===== src/rtl/spi_slave_endpoint_if.sv =====
// Pin-level and byte-stream signals of the SPI slave endpoint.
// The slave modport is the endpoint's view; master is the driving side (bench or SoC glue).
interface spi_slave_endpoint_if;
  logic       cpol;
  logic       cpha;
  logic       lsbfe;
  logic       sclk;
  logic       ss;
  logic       mosi;
  logic       miso;
  logic       miso_oe;
  logic [7:0] tx_data;
  logic       tx_valid;
  logic       tx_ready;
  logic [7:0] rx_data;
  logic       rx_valid;
  logic       rx_ready;
  logic       rx_overrun;
  logic       tx_underrun;

  modport slave (
    input  cpol, cpha, lsbfe, sclk, ss, mosi, tx_data, tx_valid, rx_ready,
    output miso, miso_oe, tx_ready, rx_data, rx_valid, rx_overrun, tx_underrun
  );

  modport master (
    output cpol, cpha, lsbfe, sclk, ss, mosi, tx_data, tx_valid, rx_ready,
    input  miso, miso_oe, tx_ready, rx_data, rx_valid, rx_overrun, tx_underrun
  );
endinterface


===== src/rtl/spi_slave_endpoint.sv =====
// SPI slave endpoint: oversamples sclk/ss/mosi in the PCLK domain, deserialises
// received bytes onto a valid/ready port and serialises bytes from a one-entry tx buffer.
module spi_slave_endpoint #(
  parameter logic [7:0] TX_DEFAULT = 8'hFF
) (
  input logic PCLK,
  input logic PRESETn,
  spi_slave_endpoint_if.slave bus
);

  logic sclk_m_q, sclk_s_q, sclk_p_q;
  logic ss_m_q, ss_s_q, ss_p_q;
  logic mosi_m_q, mosi_s_q;

  logic [2:0] bit_cnt_q, bit_cnt_d;
  logic [7:0] tx_sr_q, tx_sr_d;
  logic [7:0] rx_sr_q, rx_sr_d;
  logic [7:0] tx_buf_q, tx_buf_d;
  logic       tx_full_q, tx_full_d;
  logic       from_buf_q, from_buf_d;
  logic [7:0] rx_data_q, rx_data_d;
  logic       rx_valid_q, rx_valid_d;
  logic       rx_overrun_q, rx_overrun_d;
  logic       tx_underrun_q, tx_underrun_d;
  logic       miso_q, miso_d;
  logic       miso_oe_q, miso_oe_d;

  logic       active, sclk_rise, sclk_fall, lead_ev, trail_ev;
  logic       sample_ev, shift_ev, ss_fall, ss_rise, load_ev;
  logic [7:0] rx_shift;

  // ss resets deasserted so the sclk flop's cpol-independent reset value cannot fake an edge
  always_ff @(posedge PCLK or negedge PRESETn) begin
    if (!PRESETn) begin
      sclk_m_q <= 1'b0;
      sclk_s_q <= 1'b0;
      sclk_p_q <= 1'b0;
      ss_m_q   <= 1'b1;
      ss_s_q   <= 1'b1;
      ss_p_q   <= 1'b1;
      mosi_m_q <= 1'b0;
      mosi_s_q <= 1'b0;
    end else begin
      sclk_m_q <= bus.sclk;
      sclk_s_q <= sclk_m_q;
      sclk_p_q <= sclk_s_q;
      ss_m_q   <= bus.ss;
      ss_s_q   <= ss_m_q;
      ss_p_q   <= ss_s_q;
      mosi_m_q <= bus.mosi;
      mosi_s_q <= mosi_m_q;
    end
  end

  always_comb begin
    active    = !ss_s_q;
    sclk_rise = sclk_s_q & ~sclk_p_q;
    sclk_fall = ~sclk_s_q & sclk_p_q;
    lead_ev   = bus.cpol ? sclk_fall : sclk_rise;
    trail_ev  = bus.cpol ? sclk_rise : sclk_fall;
    sample_ev = active & (bus.cpha ? trail_ev : lead_ev);
    shift_ev  = active & (bus.cpha ? lead_ev : trail_ev);
    ss_fall   = ss_p_q & ~ss_s_q;
    ss_rise   = ~ss_p_q & ss_s_q;
    load_ev   = (ss_fall & ~bus.cpha) | (shift_ev & (bit_cnt_q == 3'd0));
    rx_shift  = bus.lsbfe ? {mosi_s_q, rx_sr_q[7:1]} : {rx_sr_q[6:0], mosi_s_q};
  end

  always_comb begin
    bit_cnt_d     = bit_cnt_q;
    tx_sr_d       = tx_sr_q;
    rx_sr_d       = rx_sr_q;
    tx_buf_d      = tx_buf_q;
    tx_full_d     = tx_full_q;
    from_buf_d    = from_buf_q;
    rx_data_d     = rx_data_q;
    rx_valid_d    = rx_valid_q;
    rx_overrun_d  = 1'b0;
    tx_underrun_d = 1'b0;
    miso_d        = active & (bus.lsbfe ? tx_sr_q[0] : tx_sr_q[7]);
    miso_oe_d     = active;

    if (bus.tx_valid && !tx_full_q) begin
      tx_buf_d  = bus.tx_data;
      tx_full_d = 1'b1;
    end

    if (rx_valid_q && bus.rx_ready)
      rx_valid_d = 1'b0;

    if (ss_rise) begin
      bit_cnt_d = 3'd0;
      tx_sr_d   = 8'h00;
      rx_sr_d   = 8'h00;
    end else begin
      if (load_ev) begin
        tx_sr_d       = tx_full_q ? tx_buf_q : TX_DEFAULT;
        from_buf_d    = tx_full_q;
        tx_underrun_d = !tx_full_q;
      end else if (shift_ev) begin
        tx_sr_d = bus.lsbfe ? {1'b0, tx_sr_q[7:1]} : {tx_sr_q[6:0], 1'b0};
      end

      if (sample_ev) begin
        rx_sr_d   = rx_shift;
        bit_cnt_d = bit_cnt_q + 3'd1;
        // the buffer is only consumed once its byte is really on the wire
        if (bit_cnt_q == 3'd0 && from_buf_q)
          tx_full_d = 1'b0;
        if (bit_cnt_q == 3'd7) begin
          rx_data_d    = rx_shift;
          rx_valid_d   = 1'b1;
          rx_overrun_d = rx_valid_q & ~bus.rx_ready;
        end
      end
    end
  end

  always_ff @(posedge PCLK or negedge PRESETn) begin
    if (!PRESETn) begin
      bit_cnt_q     <= 3'd0;
      tx_sr_q       <= 8'h00;
      rx_sr_q       <= 8'h00;
      tx_buf_q      <= 8'h00;
      tx_full_q     <= 1'b0;
      from_buf_q    <= 1'b0;
      rx_data_q     <= 8'h00;
      rx_valid_q    <= 1'b0;
      rx_overrun_q  <= 1'b0;
      tx_underrun_q <= 1'b0;
      miso_q        <= 1'b0;
      miso_oe_q     <= 1'b0;
    end else begin
      bit_cnt_q     <= bit_cnt_d;
      tx_sr_q       <= tx_sr_d;
      rx_sr_q       <= rx_sr_d;
      tx_buf_q      <= tx_buf_d;
      tx_full_q     <= tx_full_d;
      from_buf_q    <= from_buf_d;
      rx_data_q     <= rx_data_d;
      rx_valid_q    <= rx_valid_d;
      rx_overrun_q  <= rx_overrun_d;
      tx_underrun_q <= tx_underrun_d;
      miso_q        <= miso_d;
      miso_oe_q     <= miso_oe_d;
    end
  end

  assign bus.miso        = miso_q;
  assign bus.miso_oe     = miso_oe_q;
  assign bus.tx_ready    = !tx_full_q;
  assign bus.rx_data     = rx_data_q;
  assign bus.rx_valid    = rx_valid_q;
  assign bus.rx_overrun  = rx_overrun_q;
  assign bus.tx_underrun = tx_underrun_q;

endmodule


===== src/flat_wrapper.sv =====
// flat-port wrapper written by rule: the top's interface ports become plain ports
module spi_slave_endpoint_flat 
#(
  parameter logic [7:0] TX_DEFAULT = 8'hFF
)
  (PCLK, PRESETn, bus_cpol, bus_cpha, bus_lsbfe, bus_sclk, bus_ss, bus_mosi, bus_tx_data, bus_tx_valid, bus_rx_ready, bus_miso, bus_miso_oe, bus_tx_ready, bus_rx_data, bus_rx_valid, bus_rx_overrun, bus_tx_underrun);
  spi_slave_endpoint_if bus_i ();
  input logic PCLK;
  input logic PRESETn;
  input wire logic [$bits(bus_i.cpol)-1:0] bus_cpol;
  input wire logic [$bits(bus_i.cpha)-1:0] bus_cpha;
  input wire logic [$bits(bus_i.lsbfe)-1:0] bus_lsbfe;
  input wire logic [$bits(bus_i.sclk)-1:0] bus_sclk;
  input wire logic [$bits(bus_i.ss)-1:0] bus_ss;
  input wire logic [$bits(bus_i.mosi)-1:0] bus_mosi;
  input wire logic [$bits(bus_i.tx_data)-1:0] bus_tx_data;
  input wire logic [$bits(bus_i.tx_valid)-1:0] bus_tx_valid;
  input wire logic [$bits(bus_i.rx_ready)-1:0] bus_rx_ready;
  output wire logic [$bits(bus_i.miso)-1:0] bus_miso;
  output wire logic [$bits(bus_i.miso_oe)-1:0] bus_miso_oe;
  output wire logic [$bits(bus_i.tx_ready)-1:0] bus_tx_ready;
  output wire logic [$bits(bus_i.rx_data)-1:0] bus_rx_data;
  output wire logic [$bits(bus_i.rx_valid)-1:0] bus_rx_valid;
  output wire logic [$bits(bus_i.rx_overrun)-1:0] bus_rx_overrun;
  output wire logic [$bits(bus_i.tx_underrun)-1:0] bus_tx_underrun;
  assign bus_i.cpol = bus_cpol;
  assign bus_i.cpha = bus_cpha;
  assign bus_i.lsbfe = bus_lsbfe;
  assign bus_i.sclk = bus_sclk;
  assign bus_i.ss = bus_ss;
  assign bus_i.mosi = bus_mosi;
  assign bus_i.tx_data = bus_tx_data;
  assign bus_i.tx_valid = bus_tx_valid;
  assign bus_i.rx_ready = bus_rx_ready;
  assign bus_miso = bus_i.miso;
  assign bus_miso_oe = bus_i.miso_oe;
  assign bus_tx_ready = bus_i.tx_ready;
  assign bus_rx_data = bus_i.rx_data;
  assign bus_rx_valid = bus_i.rx_valid;
  assign bus_rx_overrun = bus_i.rx_overrun;
  assign bus_tx_underrun = bus_i.tx_underrun;
  spi_slave_endpoint #(.TX_DEFAULT(TX_DEFAULT)) u_core (.PCLK(PCLK), .PRESETn(PRESETn), .bus(bus_i));
endmodule

===== config.mk =====
export PLATFORM = sky130hd
export DESIGN_NAME = spi_slave_endpoint_flat
export DESIGN_NICKNAME = d
export VERILOG_FILES = /design/src/rtl/spi_slave_endpoint_if.sv /design/src/rtl/spi_slave_endpoint.sv /design/src/flat_wrapper.sv
export SDC_FILE = /design/constraint.sdc
export NUM_CORES = 1
export LEC_CHECK = 0
export CAP_MARGIN = 0
export CORE_ASPECT_RATIO = 1.1
export CORE_UTILIZATION = 54
export DETAILED_ROUTE_END_ITERATION = 8
export GPL_TIMING_DRIVEN = 0
export PLACE_DENSITY = 0.79
export SLEW_MARGIN = 20
export SYNTH_ARGS = -nofsm -noshare
export SYNTH_HDL_FRONTEND = slang
export SYNTH_SLANG_ARGS = --single-unit

===== constraint.sdc =====
create_clock -name PCLK -period 2 [get_ports PCLK]
set_clock_uncertainty 0.05 [all_clocks]
set_input_delay 0.3 -clock PCLK [delete_from_list [all_inputs] [get_ports PCLK]]
set_output_delay 0.3 -clock PCLK [all_outputs]
set_load 0.02 [all_outputs]

# --- Word-level counts from Yosys, hierarchy flattened ---
# Index checks and enable logic that the tools add are counted.
totals:
  reg_bits: 50
  in_bits: 18
op_classes:
  n_reduce_logical: 10
  mux: 28
  n_addsub: 1
  n_eq_ne: 1
  n_bitwise: 18
op_table:
  columns: ["op", "count"]
  rows:
  - ["$mux 8", 8]
  - ["$mux 1", 18]
  - ["$and 1x1->1", 10]
  - ["$not 1->1", 7]
  - ["$mux 3", 2]
  - ["$add 3x1->3 const B", 1]
  - ["$eq 3x3->1 const B", 1]
  - ["$logic_and 1x1->1", 3]
  - ["$logic_not 3->1", 1]
  - ["$reduce_and 3->1", 1]
  - ["$reduce_bool 3->1", 1]
  - ["$logic_not 1->1", 2]
  - ["$reduce_and 2->1", 1]
  - ["$reduce_bool 2->1", 1]
  - ["$or 1x1->1", 1]

# --- Longest topological paths before layout ---
logic_depth:
  ltp_word: 9
  ltp_mapped: 6
  ltp_nobuf: 6

# --- Worst setup path before layout ---
# No wires, ideal clock.
synth_path:
  path_type: "reg-to-reg"
  start: "register u_core.ss_s_q"
  end: "register u_core.from_buf_q"
  period_less_slack_ns: 1.830
  slack_ns: 0.170
  arrival_ns: 1.656
  path_stages_with_launch: 6
  cell_sequence: "dfstp_2 -> buf_2 -> nor3b_1 -> mux2_4 -> a21oi_4 -> mux2_2"
synth_via:
  elab_chain_len: 5
  elab_cells_between_ends: 10
  cone_classes: "bitwise (8); reduce/logical (2)"
synth_rtl:
  columns: ["item", "line", "source"]
  rows:
  - ["start, declared", "spi_slave_endpoint.sv:12", "logic ss_m_q, ss_s_q, ss_p_q;"]
  - ["start signal, assigned", "spi_slave_endpoint.sv:48", "ss_s_q <= ss_m_q;"]
  - ["$logic_not 1->1 or $not 1->1 (tied branches)", "spi_slave_endpoint.sv:56, spi_slave_endpoint.sv:63", null]
  - ["$and 1x1->1 (on tied branches)", "spi_slave_endpoint.sv:62, spi_slave_endpoint.sv:63", null]
  - ["$and 1x1->1", "spi_slave_endpoint.sv:65", "load_ev = (ss_fall & ~bus.cpha) | (shift_ev & (bit_cnt_q == 3'd0));"]
  - ["$or 1x1->1", "spi_slave_endpoint.sv:65", null]
  - ["$reduce_and 2->1 (no line) *", null, null]
  - ["end signal, assigned", "spi_slave_endpoint.sv:139", "from_buf_q <= from_buf_d;"]
  - ["end, declared", "spi_slave_endpoint.sv:20", "logic from_buf_q, from_buf_d;"]
# Mark *: on every way between the ends. The rest lies on a longest branch, timed or not.
# A chain may end at the register's enable or synchronous reset.

# --- Final worst setup path ---
layout_path:
  start: "register u_core.tx_full_q"
  end: "output bus_tx_ready"
layout_via:
  elab_chain_len: 1
layout_rtl:
  columns: ["item", "line", "source"]
  rows:
  - ["start, declared", "spi_slave_endpoint.sv:19", "logic tx_full_q, tx_full_d;"]
  - ["start signal, assigned", "spi_slave_endpoint.sv:138", "tx_full_q <= tx_full_d;"]
  - ["$logic_not 1->1", "spi_slave_endpoint.sv:151", "assign bus.tx_ready = !tx_full_q;"]
  - ["end, declared", "flat_wrapper.sv:21", "output wire logic [$bits(bus_i.tx_ready)-1:0] bus_tx_ready;"]
# No other way between the ends.

==> results.md <==
- Synthesized area per cell: roughly 12 um^2
- Cell area after synthesis: 2283 um^2
- Worst min path class: flip-flop to flip-flop
- Die Ht: roughly 70 um
- Worst slack at placement: -0.3712 ns
- Clk root buf: clkbuf_8
- Final setup viols: 0
- Vias in the first global route: 1,620
- Top post-synthesis cells by area: dfrtp_1 (52%), mux2_2 (8.4%), mux2_4 (5.3%)
- Most frequent cells in the layout: dfrtp_1 (47), clkdlybuf4s50_1 (28), mux2_2 (17)
- Min Tclk post-route: 1.898 ns
- IR drop worst, VDD: 0.0005856 V
- Crit Path Class: flip-flop to primary output
- Crit-path slowest cell: clkdlybuf4s50_1
- Core Box Area: 3994 um^2
- Final instance area: 2796 um^2
- Final worst-path cycle share: 94.88%
- Worst EP required: 1.65 ns
- Clk buf depth: 2
- R2r setup slk: between 0.1 and 0.15 ns
- Yosys cell types: 35
- Worst rel slew slack: 68.40%
- Sink Count: 50
- Vias: 1,557
- Max Fclk: 527.0 MHz
- Met3 GRT Util: 4.902%
- Share of cells above drive strength 1: 19.83%
- I/O Buffers: 31
- GRT Util Overall: a little over a fifth
- Die width: between 60 and 70 um
- Cell Chain, Critical Path: clkinv_1, clkdlybuf4s50_1
- Vias per inst: 5.482
- Residual DRC count: 0
- Global-route wire length before repair: between 7000 and 8000 um
- Fin. max-slew vios: 0
- Clock transition at path regs: about 0.090 ns
- RSZ-0062 raised after global routing: no
- ANT cells: 0
- Total negative setup slack: 0 ns
- Grt total ovfl: 0
- Die area: 4493 um^2
- Num rows: 24
- Least-Margin Pin Slew: 0.4730 ns
- Seq/Total Area, Yosys: 54.96%
- Antenna violations before repair: 0
- CP bufs+invs: 2
- CTS Buf Count: 5
- Synthesis Warnings: 0
- GPL Wtd Cong: 0.7471
- Routed WL per cell: 15.24 um
- Met2 GRT Util: 36.52%
- Starting density of the core: between 50 and 60%
- Final net count: around 250
- Fill cells: between 200 and 300
- CTS tree: built
- Routed wire length: 4328 um
- Pwr/cell area: 846.9 nW/um^2
- Ports: 32
- Static Leak: 1.214 nW
- First-pass iteration count of the detailed router: 4
- Arrival time at the worst endpoint: 1.55 ns
- Mapped Nets: roughly 210
- Most common cell after layout, fill and taps aside: dfrtp_1
- Clk_lat worst skew: 0.30 ns
- Grt met1 use: 28.04%
- Top cell type by total area after synthesis: dfrtp_1
- Crit path max-delay family: buffers and inverters
- Largest stage delay, worst path: 0.60 ns
- Worst setup SP type: flip-flop
- Share of the synthesized area in the top cell type: 51.51%
- Post-Layout Cell Count: 284
- Setup ws final: 0.1024 ns
- Flops & latches, synth: 50
- Estimated wirelength of the detail-placed design: roughly 3100 um
- Htree depth: 2
- Cell count after synthesis: 191
- Post-placement cell area: ~2700 um^2
- Final Total Pwr: 0.002368 W
- Detailed router's first-iteration violation count: a little over 80
- Routed Antenna Nets: 0
- Pin count of the biggest net entering global routing: 32
- Inst Count DP: between 200 and 300
- Area Growth Syn to Fin: 22.47%
- Crit. End Element: primary output
- Final hold violation count: 0
- Max Cap Viol: 0
- Crit Path Max Fanout: 9
- Status: finished, final reports clean
- Gr busiest metal: met2
-- synth_stat cells (all sizes together) --
master and number:
mux2 25, a211oi 6, a21o 1, o32ai 6, clkbuf 4, nand2 9, o21ai 12, ha 3
nand2b 4, a31oi 2, nor3b 4, a21oi 4, nor2b 9, a2bb2oi 2, inv 4, and3 3
o22a 2, buf 4, dfstp 3, xnor2 1, o31ai 1, nor2 17, mux2i 5, nand3 8
nor3 4, dfrtp 47, clkinv 1
-- flip-flops by register name, summed over array words and instances, names as in the netlist, 3 cells and up --
name / count
u_core.bus.rx_data: 8
u_core.tx_sr_q: 8
u_core.tx_buf_q: 8
u_core.rx_sr_q: 8
u_core.bit_cnt_q: 3
-- per-stage QoR --
| step | hold WS (ns) | utilization [%] |
|---|---|---|
| after floorplan | -0.04559 | - |
| after CTS | 0.3108 | 69.39 |
| after detailed placement | 0.2316 | 66.95 |
| after global routing | 0.3113 | 70.02 |
| after global placement | 0.2833 | 66.57 |
| final | 0.3065 | 70.02 |
-- power breakdown --
part           internal [W]  switching (W)
clock              0.000242       0.000309
combinational      0.000281       0.000241
sequential          0.00119       0.000109
total               0.00171       0.000659
-- cell families (layout without fill, tap and decap cells) --
family / after synthesis / in the layout / share of synthesized area (%)
and+or+nand+nor: 58 / 58 / 12.93
DFF: 50 / 50 / 54.96
AOI/OAI and AO/OA: 36 / 36 / 11.18
muxes: 30 / 30 / 16.00
buffers and inverters: 13 / 54 / 2.575
adders and majority gates: 3 / 3 / 1.644
xor gates and xnor gates: 1 / 1 / 0.7125
-- final timing paths --
path / startpoint / end / depth (start not counted)
setup / recovery: u_core.tx_full_q / bus_tx_ready / 2
hold / removal: u_core.mosi_m_q / u_core.mosi_s_q / 0
setup reg to reg: u_core.ss_s_q / u_core.from_buf_q / 5
hold reg to reg: u_core.mosi_m_q / u_core.mosi_s_q / 0
max in group asynchronous: PRESETn / u_core.ss_m_q / 3
min in group asynchronous: PRESETn / u_core.bus.miso / 2
-- final cells by class --
type / instances / area, um^2 / area share, %
flip-flops and latches: 50 / 1255 / 44.88
plain buffers: 8 / 40.04 / 1.432
inverters: 5 / 18.77 / 0.6711
multi-input cells: 128 / 993.5 / 35.53
clock buffers: 7 / 76.32 / 2.729
repair buffers: 34 / 347.8 / 12.44
well taps: 52 / 65.06 / 2.327
-- timing repair --
action / CTS / global route
gates resized for setup: 1 / 4
hold buffers: 1 / 0
hold endpoints to repair: 19 / 0
pin swaps: 2 / 2
setup endpoints to repair: 9 / 16
setup buffers: 0 / 1
-- routing by layer --
layer | wire [um] | vias up | share of wire, %
met3 | 140 | 7 | 3.2
li1 | - | 761 | -
met4 | 59 | 0 | 1.4
met1 | 1945 | 764 | 45
met2 | 2182 | 25 | 50
met5 | 0 | - | 0
(Power assumes the default switching activity.)
